**config.mk**
```make
export PLATFORM = sky130hd
export DESIGN_NAME = disp_scan_mux
export DESIGN_NICKNAME = d
export VERILOG_FILES = /design/src/rtl/disp_scan_mux.sv
export SDC_FILE = /design/constraint.sdc
export NUM_CORES = 1
export LEC_CHECK = 0
export CELL_PAD_IN_SITES_DETAIL_PLACEMENT = 0
export CELL_PAD_IN_SITES_GLOBAL_PLACEMENT = 2
export CORE_MARGIN = 3
export CORE_UTILIZATION = 37
export CTS_CLUSTER_DIAMETER = 80
export DETAILED_ROUTE_END_ITERATION = 8
export PLACE_DENSITY = 0.75
export SLEW_MARGIN = 15
export SYNTH_ARGS = -nofsm -noshare
export SYNTH_HDL_FRONTEND = slang
export SYNTH_SLANG_ARGS = --single-unit
```
**constraint.sdc**
```tcl
create_clock -name clk -period 2.82 [get_ports clk]
set_input_delay 0.564 -clock clk [delete_from_list [all_inputs] [get_ports clk]]
set_output_delay 0.564 -clock clk [all_outputs]
set_load 0.01 [all_outputs]
```
**src/rtl/disp_scan_mux.sv**
```systemverilog
// Time-multiplexed 7-segment digit scanner with a per-slot anode blanking gap.
// Shadow-buffered digit codes; nibble_o and an_o are registered and change on the index-advance edge.
module disp_scan_mux #(
  parameter int N_DIGITS    = 4,
  parameter int REFRESH_DIV = 50000,
  parameter int BLANK_CYC   = 1,
  parameter int AN_ACT_LOW  = 1
) (
  input  logic                  clk,
  input  logic                  rst_n,
  input  logic [4*N_DIGITS-1:0] digits_i,
  input  logic [N_DIGITS-1:0]   digit_en,
  input  logic                  load,
  output logic [3:0]            nibble_o,
  output logic [N_DIGITS-1:0]   an_o,
  output logic                  slot_tick
);

  localparam int IW = (N_DIGITS > 1) ? $clog2(N_DIGITS) : 1;
  localparam int CW = $clog2(REFRESH_DIV);

  localparam logic [IW-1:0] IDX_LAST   = IW'(N_DIGITS - 1);
  localparam logic [CW-1:0] CNT_LAST   = CW'(REFRESH_DIV - 1);
  localparam logic [CW-1:0] BLANK_INIT = CW'(BLANK_CYC);
  localparam logic          AN_POL     = (AN_ACT_LOW != 0);
  localparam logic [N_DIGITS-1:0] AN_OFF = {N_DIGITS{AN_POL}};

  logic [N_DIGITS-1:0][3:0] shadow;
  logic [CW-1:0]            cnt;
  logic [CW-1:0]            blank;
  logic [IW-1:0]            idx;

  logic                     term;
  logic [CW-1:0]            cnt_nxt;
  logic [CW-1:0]            blank_nxt;
  logic [IW-1:0]            idx_nxt;
  logic [N_DIGITS-1:0]      sel_hot;
  logic                     lit;
  logic [N_DIGITS-1:0]      an_nxt;
  logic [3:0]               nib_nxt;

  always_comb begin
    term    = (cnt == CNT_LAST);
    cnt_nxt = term ? '0 : cnt + 1'b1;
    idx_nxt = idx;
    if (term) begin
      idx_nxt = (idx == IDX_LAST) ? '0 : idx + 1'b1;
    end
    blank_nxt = '0;
    if (term) begin
      blank_nxt = BLANK_INIT;
    end else if (blank != '0) begin
      blank_nxt = blank - 1'b1;
    end
    // Outputs look at the post-edge index so they move together with idx
    sel_hot = N_DIGITS'(1) << idx_nxt;
    lit     = digit_en[idx_nxt] && (blank_nxt == '0);
    an_nxt  = lit ? (sel_hot ^ AN_OFF) : AN_OFF;
    nib_nxt = shadow[idx_nxt];
  end

  always_ff @(posedge clk or negedge rst_n) begin
    if (!rst_n) begin
      shadow    <= '0;
      cnt       <= '0;
      idx       <= '0;
      blank     <= BLANK_INIT;
      nibble_o  <= '0;
      an_o      <= AN_OFF;
      slot_tick <= 1'b0;
    end else begin
      if (load) begin
        shadow <= digits_i;
      end
      cnt       <= cnt_nxt;
      idx       <= idx_nxt;
      blank     <= blank_nxt;
      nibble_o  <= nib_nxt;
      an_o      <= an_nxt;
      slot_tick <= term;
    end
  end

endmodule

```
==> results.yml <==
pwr:
  p_total_mw: 1.78
  power.share.clock_pct: 43.9
  p_int_mw: 1.39
  ir_drop_mv: 0.253
  p_leak_nw: 1.67
  seqPwrFrac_pct: 50.1
  power_density_mw_per_mm2: 504
  comb_power_share_pct: 6.0
  p_switching_uw: 383
  switching_share_pct: 21.6
worst_setup_path:
  cp.arrival_ps: 2740
  timing.rr.start: "blank[9]"
  crit_path_start_kind: "flop"
  crit_slowest_cell: "or4_4"
  crit_fanout: 6
  r2r_cells: 6
  slowest_delay_ps: 590
  rrSetupSlack_ps: 310
  startpoint: "blank[9]"
  path_delay_family: "simple AND/OR/NAND/NOR gates"
  worst_setup_path_end_kind: "flop"
  worstPathCellList: "or4_4, or3_4, o41ai_2, nand4_1, o32ai_2, nand4b_1"
  r2r_end: "an_o[1]"
  critical_path_cell_count: 6
  worstPathRequired_ps: 3050
  crit_path_end: "an_o[1]"
  critPathBufInv: 0
  path_class: "reg2reg"
sta:
  min_period_ps: 2510
  rsz0062_at_grt: "false"
  fin_tns_setup_ps: 0
  finalSetupViolations: 0
  hold_viol_final: 0
  fmax_mhz: 398
  finalCritPeriodShare_pct: 89.0
  worst_pin_slew_ps: 717
  drv_slew: 0
  skew_ps: 12.3
  relSlewSlack_pct: 52.0
placed_design:
  place_area_sq_mm: 0.00332
  dp.cells: 388
  gp_congestion: 0.801
  place_hpwl_microns: 4130
  portBuffers: 31
floorplan:
  initial_core_util_pct: 38.9
  die_y_microns: 94.3
  ios: 32
  rows: 31
  die_w_microns: 94.3
  die_area_sq_mm: 0.00889
  coreArea_sq_mm: 0.00741
clocking:
  hold_buffers: 0
  root_buffer: "clkbuf_8"
  clk_path_buf_depth: 2
  postCtsSetupBuffers: 0
  clock_sinks: 59
  tritoncts: "built"
  cts_resized: 0
  cts_buffers: 9
  cts_max_level: 3
  clk_latency_ps: 330
  clk_pin_slew_ps: 70
global_route:
  grt_use_total_pct: 14.5
  antenna_found_initial: 0
  grt_pass1_vias: 2016
  gr-total-overflow: 0
  grt_pass1_wl_microns: 9880
  grt_max_degree: 34
outcome:
  status: "complete, no violations"
route:
  wl_microns: 5840
  via_per_inst: 5.02
  firstDrtPassIters: 4
  wl_per_cell_microns: 14.5
  postRouteAntennaNets: 0
  drtIter0Drc: 79
  vias: 2022
  drcViolationCount: 0
synth:
  async_flop_share_pct: 100
  avgSynthCellArea_sq_um: 11.0
  syn-instance-count: 263
  synth_cell_types: 48
  synth-edff-count: 0
  yosys_warnings: 0
  synth_ff_type: "dfrtp_1"
  yosys.area.top_type_share_pct: 46.9
  seq_area_frac_synth_pct: 51.4
  synthesis.area_sq_mm: 0.00288
  yosysTopAreaCell: "dfrtp_1"
  ys_ff_latch: 59
  syn_nets: 289
  ys_top_cells_by_area: "dfrtp_1, mux2_2, nor2_1"
worst_hold_path:
  hold_path.class: "in2async"
cells_and_area:
  instances_no_fill: 403
  drive_gt1_share_pct: 18.1
  syn_to_final_growth_pct: 22.0
  fin_nets: 326
  final_area_sq_mm: 0.00352
  antennaDiodeCount: 0
run:
  maxCapViolations: 0
[layout make-up]
cell class                      instances  area [sq um]
Tap cell                               99           124
Multi-Input combinational cell        189          1340
Clock buffer                           11           151
Timing Repair Buffer                   36           355
Clock inverter                          4          50.0
Sequential cell                        59          1480
Inverter                                5          18.8
Fill cell                             687          3890
[state kept, by name (all words and copies together), names as in the netlist]
signal and flops:
an_o 4, blank 16, cnt 16, idx 2, nibble_o 4, shadow 16
slot_tick 1
[metal layers]
| metal | up-vias | part of all wire [%] | track usage, % |
|---|---|---|---|
| li1 | 1005 | - | - |
| met1 | 977 | 52 | 21.2 |
| met2 | 32 | 42 | 19.7 |
| met3 | 8 | 4.2 | 3.53 |
| met4 | 0 | 1.5 | 7.22 |
| met5 | - | 0 | 0 |
[cells in the mapped netlist, drive strengths merged (5+ instances only)]
master	number
nor3	7
nand4	6
dfrtp	54
or3	8
clkbuf	9
mux2i	13
dfstp	5
xor2	13
xnor2	11
o21ai	5
mux2	17
inv	5
nand3	8
nor2	37
nand2	19
[cell families after synthesis]
group / count (synthesis) / synth area share [%]
and+or+nand+nor: 111 / 21.0
DFF: 59 / 51.4
buffers and inverters: 15 / 2.21
AOI/OAI and AO/OA: 21 / 5.64
muxes: 30 / 11.1
adders and majority gates: 3 / 1.30
xor gates and xnor gates: 24 / 7.29
[power by group through the flow]
stage	combinational, mW	sequential [mW]	clock [mW]
floorplan	0.0374	0.905	0
global placement	0.108	0.905	0
detailed placement	0.109	0.906	0
CTS	0.109	0.890	0.801
global route	0.118	0.893	0.838
finish	0.106	0.890	0.780
[cell usage in the layout (no fill, tap or decap), types with 2 or more instances in the layout]
master,n
a21oi_1,4
a32o_1,2
and2_1,2
buf_4,4
clkbuf_8,11
clkdlybuf4s50_1,30
clkinvlp_4,2
dfrtp_1,54
dfstp_2,5
ha_1,3
inv_1,5
mux2_2,17
mux2i_1,13
nand2_1,19
nand3_1,8
nand4_1,6
nand4b_1,3
nor2_1,37
nor3_1,6
nor3b_1,4
nor4_1,2
nor4b_1,2
o21ai_0,5
or2_2,2
or3_1,7
xnor2_1,11
xor2_1,13
[worst min path at each step]
| stage | to | slack (ps) |
|---|---|---|
| final | blank[9] | 260 |
| after global routing | blank[9] | 310 |
| after CTS | cnt[15] | 280 |
| after detailed placement | cnt[0] | 470 |
| after global placement | cnt[0] | 450 |
| after floorplan | blank[10] | 270 |
[metrics by stage]
stage	util [%]	setup WS (ps)	hold WS (ps)
floorplan	-	371	268
global placement	44.8	399	449
detailed placement	44.8	334	470
CTS	47.5	299	276
global route	47.5	174	307
finish	47.5	310	257
[worst reg2reg max path, delay by kind of cell, from the launching register on]
family,cells,cell delay [ps]
simple gates,4,1260
compound gates,2,720
flops,1,450
(Power assumes the default switching activity.)
